**src/rtl/lock_pkg.sv**
```systemverilog
// Shared types and key defaults for the lockable-register write path.
package lock_pkg;

    typedef enum logic [1:0] {
        ADDR_DATA = 2'd0,
        ADDR_LOCK = 2'd1,
        ADDR_KEY  = 2'd2,
        ADDR_RSVD = 2'd3
    } addr_e;

    typedef enum logic [1:0] {
        K_IDLE = 2'd0,
        K_HALF = 2'd1,
        K_OPEN = 2'd2
    } key_state_e;

    localparam logic [15:0] KEY_A_DEF = 16'hA5A5;
    localparam logic [15:0] KEY_B_DEF = 16'h5A5A;

endpackage

```
**src/rtl/dbg_unlock_fsm.sv**
```systemverilog
// Two-key debug unlock sequencer with a bounded open window.
module dbg_unlock_fsm
    import lock_pkg::*;
#(
    parameter int                DATA_W     = 16,
    parameter logic [DATA_W-1:0] KEY_A      = KEY_A_DEF,
    parameter logic [DATA_W-1:0] KEY_B      = KEY_B_DEF,
    parameter int                DBG_CYCLES = 256
) (
    input  logic              Clk,
    input  logic              resetn,
    input  logic              key_strobe,
    input  logic [DATA_W-1:0] key_value,
    input  logic              scan_mode,
    output logic              key_err,
    output logic              debug_unlocked
);

    localparam int CNT_W = (DBG_CYCLES > 2) ? $clog2(DBG_CYCLES) : 1;
    localparam logic [CNT_W-1:0] LOAD = CNT_W'(DBG_CYCLES - 1);

    key_state_e       state;
    logic [CNT_W-1:0] cnt;
    logic             rekey;
    logic             is_a;
    logic             is_b;

    assign is_a = (key_value == KEY_A);
    assign is_b = (key_value == KEY_B);

    always_comb begin
        key_err = 1'b0;
        if (key_strobe && !scan_mode) begin
            unique case (state)
                K_IDLE:  key_err = !is_a;
                K_HALF:  key_err = !is_b;
                default: key_err = 1'b0;
            endcase
        end
    end

    // rekey remembers a KEY_A seen inside the window so KEY_B can reload it
    always_ff @(posedge Clk or negedge resetn) begin
        if (!resetn) begin
            state <= K_IDLE;
            cnt   <= '0;
            rekey <= 1'b0;
        end else if (scan_mode) begin
            state <= K_IDLE;
            rekey <= 1'b0;
        end else begin
            unique case (state)
                K_IDLE: begin
                    if (key_strobe && is_a)
                        state <= K_HALF;
                end
                K_HALF: begin
                    if (key_strobe) begin
                        if (is_b) begin
                            state <= K_OPEN;
                            cnt   <= LOAD;
                            rekey <= 1'b0;
                        end else begin
                            state <= K_IDLE;
                        end
                    end
                end
                K_OPEN: begin
                    if (key_strobe && is_b && rekey) begin
                        cnt   <= LOAD;
                        rekey <= 1'b0;
                    end else if (cnt == '0) begin
                        state <= K_IDLE;
                        rekey <= 1'b0;
                    end else begin
                        cnt <= cnt - 1'b1;
                        if (key_strobe)
                            rekey <= is_a;
                    end
                end
                default: state <= K_IDLE;
            endcase
        end
    end

    assign debug_unlocked = (state == K_OPEN);

endmodule

```
**src/rtl/lock_write_ctrl.sv**
```systemverilog
// Request decoder driving the lockable register's data/write/lock strobes.
module lock_write_ctrl
    import lock_pkg::*;
#(
    parameter int                DATA_W     = 16,
    parameter logic [DATA_W-1:0] KEY_A      = KEY_A_DEF,
    parameter logic [DATA_W-1:0] KEY_B      = KEY_B_DEF,
    parameter int                DBG_CYCLES = 256,
    parameter int                ERR_W      = 8
) (
    input  logic              Clk,
    input  logic              resetn,
    input  logic              req_valid,
    output logic              req_ready,
    input  logic [1:0]        req_addr,
    input  logic [DATA_W-1:0] req_wdata,
    input  logic              scan_mode,
    output logic              resp_valid,
    output logic              resp_err,
    output logic [DATA_W-1:0] reg_data,
    output logic              reg_write,
    output logic              reg_lock,
    output logic              debug_unlocked,
    output logic              locked,
    output logic [ERR_W-1:0]  err_count
);

    logic  accept;
    logic  key_strobe;
    logic  key_err;
    logic  do_write;
    logic  do_lock;
    logic  reject;
    addr_e addr;

    assign req_ready  = !resp_valid;
    assign accept     = req_valid && req_ready;
    assign addr       = addr_e'(req_addr);
    assign key_strobe = accept && (addr == ADDR_KEY);

    dbg_unlock_fsm #(
        .DATA_W     (DATA_W),
        .KEY_A      (KEY_A),
        .KEY_B      (KEY_B),
        .DBG_CYCLES (DBG_CYCLES)
    ) u_dbg (
        .Clk            (Clk),
        .resetn         (resetn),
        .key_strobe     (key_strobe),
        .key_value      (req_wdata),
        .scan_mode      (scan_mode),
        .key_err        (key_err),
        .debug_unlocked (debug_unlocked)
    );

    always_comb begin
        do_write = 1'b0;
        do_lock  = 1'b0;
        reject   = 1'b0;
        unique case (addr)
            ADDR_DATA: begin
                do_write = !scan_mode && (!locked || debug_unlocked);
                reject   = !do_write;
            end
            ADDR_LOCK: begin
                do_lock = !scan_mode && req_wdata[0];
                reject  = scan_mode;
            end
            ADDR_KEY:  reject = scan_mode || key_err;
            ADDR_RSVD: reject = 1'b1;
        endcase
    end

    always_ff @(posedge Clk or negedge resetn) begin
        if (!resetn) begin
            resp_valid <= 1'b0;
            resp_err   <= 1'b0;
            reg_write  <= 1'b0;
            reg_lock   <= 1'b0;
            reg_data   <= '0;
            locked     <= 1'b0;
            err_count  <= '0;
        end else begin
            resp_valid <= accept;
            resp_err   <= accept && reject;
            reg_write  <= accept && do_write;
            reg_lock   <= accept && do_lock;
            if (accept && do_write)
                reg_data <= req_wdata;
            if (accept && do_lock)
                locked <= 1'b1;
            // counts alongside the response so both are visible together
            if (accept && reject && !(&err_count))
                err_count <= err_count + 1'b1;
        end
    end

endmodule
```
**config.mk**
```make
export PLATFORM = sky130hd
export DESIGN_NAME = lock_write_ctrl
export DESIGN_NICKNAME = d
export VERILOG_FILES = /design/src/rtl/lock_pkg.sv /design/src/rtl/dbg_unlock_fsm.sv /design/src/rtl/lock_write_ctrl.sv
export SDC_FILE = /design/constraint.sdc
export NUM_CORES = 1
export LEC_CHECK = 0
export ABC_AREA = 1
export BUFFER_PORTS_ARGS = -buffer_cell sky130_fd_sc_hd__clkbuf_2
export CAP_MARGIN = 20
export CORE_MARGIN = 3
export CORE_UTILIZATION = 55
export CTS_BUF_LIST = sky130_fd_sc_hd__clkbuf_8 sky130_fd_sc_hd__clkbuf_16
export DETAILED_ROUTE_END_ITERATION = 6
export PLACE_DENSITY = 0.8
export SLEW_MARGIN = 5
export SYNTH_ARGS = -nofsm -noshare
export SYNTH_HDL_FRONTEND = slang
export SYNTH_HIERARCHICAL = 1
export SYNTH_SLANG_ARGS = --single-unit
```
**constraint.sdc**
```tcl
create_clock -name Clk -period 2.8 [get_ports Clk]
set_clock_uncertainty 0.15 [all_clocks]
set_input_delay 0.28 -clock Clk [delete_from_list [all_inputs] [get_ports Clk]]
set_output_delay 0.28 -clock Clk [all_outputs]
set_load 0.02 [all_outputs]
```
==> results of run 1 <==
## worst max-delay path, cell delays in order (launching register included)
cell	delay, ps
dfrtp_1	420
nor2_4	180
inv_4	120
nor2_1	240
inv_1	110
a21oi_1	190
inv_1	60
nand2_1	60
nor2_1	60
nor2_4	190
nand3_4	130
nand2_1	90
nand2_1	50
## how the worst max path moves through the flow
stage	start	end	slack [ps]	cells after the start
final	resp_valid	err_count[6]	650	12
after global routing	resp_valid	err_count[4]	450	12
after CTS	resp_valid	err_count[6]	640	12
after detailed placement	resp_valid	err_count[6]	680	12
after global placement	resp_valid	err_count[5]	770	12
after floorplan	resp_valid	err_count[5]	660	13
## kinds of logic after synthesis
logic type | count (synthesis) | share of synthesized area, %
DFF | 40 | 39.5
buffers and inverters | 41 | 7.56
and+or+nand+nor | 230 | 43.3
xor gates and xnor gates | 4 | 1.38
AOI/OAI and AO/OA | 24 | 5.29
adders and majority gates | 6 | 2.97
## Yosys cell counts, types with 2 or more instances
library cell,n
inv_2,5
nor3_1,3
nand3_1,30
nand3b_1,3
o21ai_1,3
nand3_4,2
nand2_1,121
nor2_2,4
buf_6,4
o21ai_0,18
nor2_4,5
nor2_1,33
dfrtp_1,40
ha_1,6
nor2b_1,2
xnor2_1,3
nand3_2,2
nand4_1,12
nand2_4,2
inv_1,27
nand2_2,10
## power by group through the flow
| stage | logic (mW) | clock network (mW) | registers [mW] |
|---|---|---|---|
| after floorplan | 0.440 | 0 | 0.828 |
| after global placement | 0.597 | 0 | 0.819 |
| after detailed placement | 0.614 | 0 | 0.821 |
| after CTS | 0.619 | 0.479 | 0.814 |
| after global routing | 0.703 | 0.501 | 0.837 |
| final | 0.616 | 0.461 | 0.818 |
## state kept, by name, summed over array words and instances, names as in the netlist
name         flops
resp_valid       1
reg_write        1
resp_err         1
locked           1
u_dbg/rekey      1
reg_data        16
u_dbg/cnt        8
err_count        8
reg_lock         1
u_dbg/state      2
## layout make-up
type	instances	share of cell area, %
Multi-Input combinational cell	264	46.0
Sequential cell	40	34.4
Timing Repair Buffer	53	9.20
Inverter	34	4.47
Clock buffer	5	2.36
Tap cell	52	2.24
Clock inverter	3	1.33
## routing by layer
layer / wire length [um] / vias up / share of wire [%] / global-route usage (%)
met5: 0 / - / 0 / 0
met4: 43 / 0 / 0.78 / 5.84
met3: 193 / 4 / 3.5 / 4.38
met2: 2660 / 43 / 48 / 34.9
met1: 2640 / 1091 / 48 / 30.7
li1: - / 1206 / - / -
## per-stage QoR
stage	cell area, um2	hold WS, ps	cells	utilization [%]	total power [mW]
after detailed placement	2800	333	443	63.5	1.44
after global placement	2800	320	443	63.5	1.42
final	2910	-7.24	451	65.9	1.90
after CTS	2910	20.2	451	65.9	1.91
after floorplan	2530	-166	345	-	1.27
after global routing	2910	55.6	451	65.9	2.04
==> metrics, run 1 <==
status=complete, but fails checks; failing checks=hold timing; Post-synth EDFFs=0; Hold WC Path Type=input port to async pin; Seq. cell area=0.00100 mm2; first-pass GRT wire length=9.43 mm; Max Cap Viol=0; H-tree levels=2; Final Cycle Share=76.7%; IO Count=53; Via Count=2344; Sw Share=38.3%; drt initial violations=120; final max-slew violation count=0; WP data required=2840 ps; most area-consuming cells after synthesis=dfrtp_1, nand2_1, nand3_1; Crit. End Element=flop; vias in the first global route=2086; register area share after synthesis=39.5%; ANT cells=0; First-pass DRT Iterations=5; WHS=-7.24 ps; initial antenna violation count=0; Pint=1.17 mW; post-synthesis register bit count=40; Setup TNS=0 ps; Filler Cells Inserted=385; Multi-input gate area=0.00134 mm2; layout cells sized above 1=23.3%; post-synth cell types=31; measured slew at the worst slew-check pin=989 ps; reg2reg start=resp_valid; Syn Std Cell Area=0.00253 mm2; Slew HR=34.0%; terminus of the critical flop-to-flop path=err_count[6]; PD cells=652 mW/mm2; Mapped Cells=345; latest clock arrival within the worst-skew pair=290 ps; final WL=5.53 mm; Root Buffer=clkbuf_8; R2R Setup Slk=650 ps; hold_buf cts=0; Reg clk slew, reported paths=80 ps; Final Hold Fails=22; post-DP HPWL=4.14 mm; Port Buffers=52; Tmin final=2150 ps; area of the die=0.00545 mm2; area leader, netlist=dfrtp_1; Inserted Clock Buffers=5; Max Clk Rate=466 MHz; commonest non-fill, non-tap cell in the layout=nand2_1; CTS tree=done; Synth top area share=39.5%; Final Wtd Congestion=0.958; Final Worst Setup Slack=652 ps; Initial Utilization=57.3%; Final setup viols=0; Max FO, Critical Path=18; sequential power share=43.2%; VDD IR-drop max=390 uV; TritonCTS Sinks=40; Comb power frac=32.5%; ANT nets after route=0; Total GRT Usage=22.0%; Worst EP arrival=2190 ps; CTS max path bufs=2; syn nets=373; Post-CTS Setup Bufs=0; leak pwr=1.57 nW; ys flop type=dfrtp_1; largest net degree at the start of global routing=41; Rows=24; RSZ-0062 raised after global routing=no; path depth of the worst reg2reg path=12; Post-Place Worst Slack=680 ps; Area growth syn-to-layout=15.0%; per-cell routed wire length=12.3 um; die width=73.8 um; post-CTS sizing=0; Ys Warns=6; # DRC=0; commonest non-fill, non-tap cells in the layout=nand2_1, clkbuf_2, dfrtp_1, nor2_1, nand3_1; P_sw=0.726 mW; total grt overflow=0; Setup crit start kind=flop; Nets=426; crit path kind=flop to flop; core box area=0.00441 mm2; clock power share=24.3%; die height=73.8 um; syn_area_per_cell=7.34 um2; async set-or-reset flop fraction in the synthesized netlist=100%; DR vias/cell=5.20
Power figures use the tool's default switching activity.
==> run 2: changes to the inputs <==
Settings changed: CORE_UTILIZATION 55 to 49, PLACE_DENSITY 0.8 to 0.76.
Clock period 2.8 ns to 1.96 ns, I/O delays scaled along.
==> run 2 against run 1 <==
  * Critical path depth is 3 lower
  * Cell area is 8.0% higher
  * Sequential share of layout area is 2.5 points lower
  * Via count is 2.3% higher
  * Non-clock buffer count is 20 higher
  * Cell count is 7.8% higher
  * Worst hold slack better by 24 ps
  * Die area is 11% higher
  * Flip-flop and latch count stayed put
  * The run now ends clean
  * Clock power is 14% higher
==> metrics, run 2 (synthesized netlist as in run 1, its figures left out) <==
layout cells sized above 1=26.7% (+3.4 points); Setup crit start kind=flop; CTS max path bufs=2 (unchanged); final core occ=64.8% (-1.1 points); drt initial violations=162 (+35%); post-DP HPWL=4.32 mm (+4.4%); IO Count=53 (unchanged); Final Wtd Congestion=0.896 (-6.4%); status=finished clean; vias in the first global route=2312 (+11%); First-pass DRT Iterations=4 (-1); PD cells=846 mW/mm2 (+30%); TritonCTS Sinks=40 (unchanged); Area growth syn-to-layout=24.2%; total grt overflow=0 (unchanged); Pint=1.61 mW (+37%); area of the die=0.00606 mm2 (+11%); commonest non-fill, non-tap cell in the layout=nand2_1; initial antenna violation count=0 (unchanged); Via Count=2398 (+2.3%); Largest regs=reg_data: 16 flops, err_count: 8 flops, u_dbg/cnt: 8 flops; clock power share=19.7% (-4.6 points); Total GRT Usage=21.1% (-0.92 points); crit path kind=flop to flop; DR vias/cell=4.93 (-5.1%); Post-Place Worst Slack=53.3 ps (-627 ps); Biggest register=reg_data; Reg clk slew, reported paths=70 ps (about the same); # DRC=0 (unchanged); Crit. End Element=flop; Max FO, Critical Path=8 (-10); die height=77.9 um (+5.5%); Root Buffer=clkbuf_8; Filler Cells Inserted=429 (+11%); max FFs per register=16 (unchanged); P_sw=1.05 mW (+45%); Max Cap Viol=0 (unchanged); first-pass GRT wire length=10.3 mm (+9.5%); Final Cycle Share=94.7% (+18 points); per-cell routed wire length=12.2 um (-0.71%); CTS tree=done; Worst EP arrival=1890 ps (-300 ps); Initial Utilization=52.2% (-5.1 points); Crit path largest cell delay=400 ps (-20 ps); commonest non-fill, non-tap cells in the layout=nand2_1, clkbuf_2, dfrtp_1, nor2_1, nand3_1; crit-path cells=buf_4 -> ha_2 -> buf_4 -> inv_2 -> o211ai_1 -> a21oi_4 -> nand2_4 -> nand2_1 -> nand2_1; H-tree levels=2 (unchanged); sequential power share=44.0% (+0.8 points); largest net degree at the start of global routing=24 (-41%); Hold WC Path Type=input port to flop; core box area=0.00485 mm2 (+9.8%); ANT nets after route=0 (unchanged); Nets=446 (+4.7%); Port Buffers=52 (unchanged); VDD IR-drop max=498 uV (+28%); slowest CP cell=dfrtp_1; final WL=5.92 mm (+7.0%); Tmin final=1860 ps (-292 ps); Max Clk Rate=539 MHz (+16%); leak pwr=1.66 nW (+5.5%); WP data required=1990 ps (-850 ps); Final Hold Fails=0 (-100%); Setup TNS=0 ps (unchanged); latest clock arrival within the worst-skew pair=300 ps (about the same); die width=77.9 um (+5.5%); Comb power frac=36.3% (+3.8 points); Final setup viols=0 (unchanged); Final Worst Setup Slack=104 ps (-548 ps); Rows=25 (+4.2%); ANT cells=0 (unchanged); final max-slew violation count=0 (unchanged); Sw Share=39.5% (+1.3 points); Slew HR=67.2% (+33 points); Inserted Clock Buffers=5 (unchanged); measured slew at the worst slew-check pin=492 ps (-497 ps)
==> run 2: cell types whose count changed in the layout (fill, tap and decap cells not counted), sizes merged <==
| cell | delta |
|---|---|
| dlygate4sd3 | +12 |
| buf | +8 |
| bufinv | -1 |
| inv | +1 |
==> run 2: routing by layer <==
layer  routed length (um)  GRT usage (%)  up-vias
li1                     -              -     1244
met1                 2580           26.4     1090
met2                 2940           35.9       51
met3                  269           4.29       13
met4                  121           7.65        0
met5                    0              0        -
==> run 2: final timing paths <==
check	startpoint	to	slack (ps)	cells past startpoint
max in group asynchronous	resetn	u_dbg/cnt[7]	930	3
worst min-delay path	req_wdata[9]	reg_data[9]	20	3
worst min register to register	reg_data[6]	reg_data[6]	340	2
worst max-delay path	u_dbg/state[0]	u_dbg/cnt[6]	100	9
worst max register to register	u_dbg/state[0]	u_dbg/cnt[6]	100	9
min in group asynchronous	resetn	err_count[3]	240	2
==> run 2: repair_timing <==
action                     in CTS  in global routing
hold buffers                   12                  0
hold endpoints to repair       29                  0
setup endpoints to repair       1                 17
pin swaps                       2                  5
setup buffers                   1                  2
resized for setup               0                 12
==> run 2: stage by stage <==
stage                     instance area [um2]  hold WS (ps)  power, mW  instances
final                                    3140          17.0       2.66        486
after global routing                     3140          35.6       2.88        486
after CTS                                3090          8.77       2.62        484
after detailed placement                 2880          28.1       2.08        463
after global placement                   2880          25.9       2.04        463
after floorplan                          2540          -250       1.81        345
==> run 2: worst max-delay path, delay by kind of cell (launching register included) <==
family / cells / cell delay (ps)
buffers and inverters: 3 / 370
adder cells (fa/ha/maj): 1 / 190
flip-flops: 1 / 400
AO/OA/AOI/OAI: 2 / 370
AND/OR/NAND/NOR: 3 / 260
==> run 2: power by group through the flow <==
stage	clock, mW	combinational [mW]	sequential (mW)
floorplan	0	0.632	1.18
global placement	0	0.873	1.17
detailed placement	0	0.895	1.18
CTS	0.536	0.919	1.17
global route	0.576	1.10	1.20
finish	0.525	0.965	1.17
==> run 2: cell type report <==
class	count	area [um2]	share of cell area, %
multi-input cells	264	1370	43.6
clock buffers	5	68.8	2.19
flip-flops and latches	40	1000	31.9
clock inverters	3	12.5	0.398
well taps	67	83.8	2.67
repair buffers	73	477	15.2
inverters	34	130	4.14
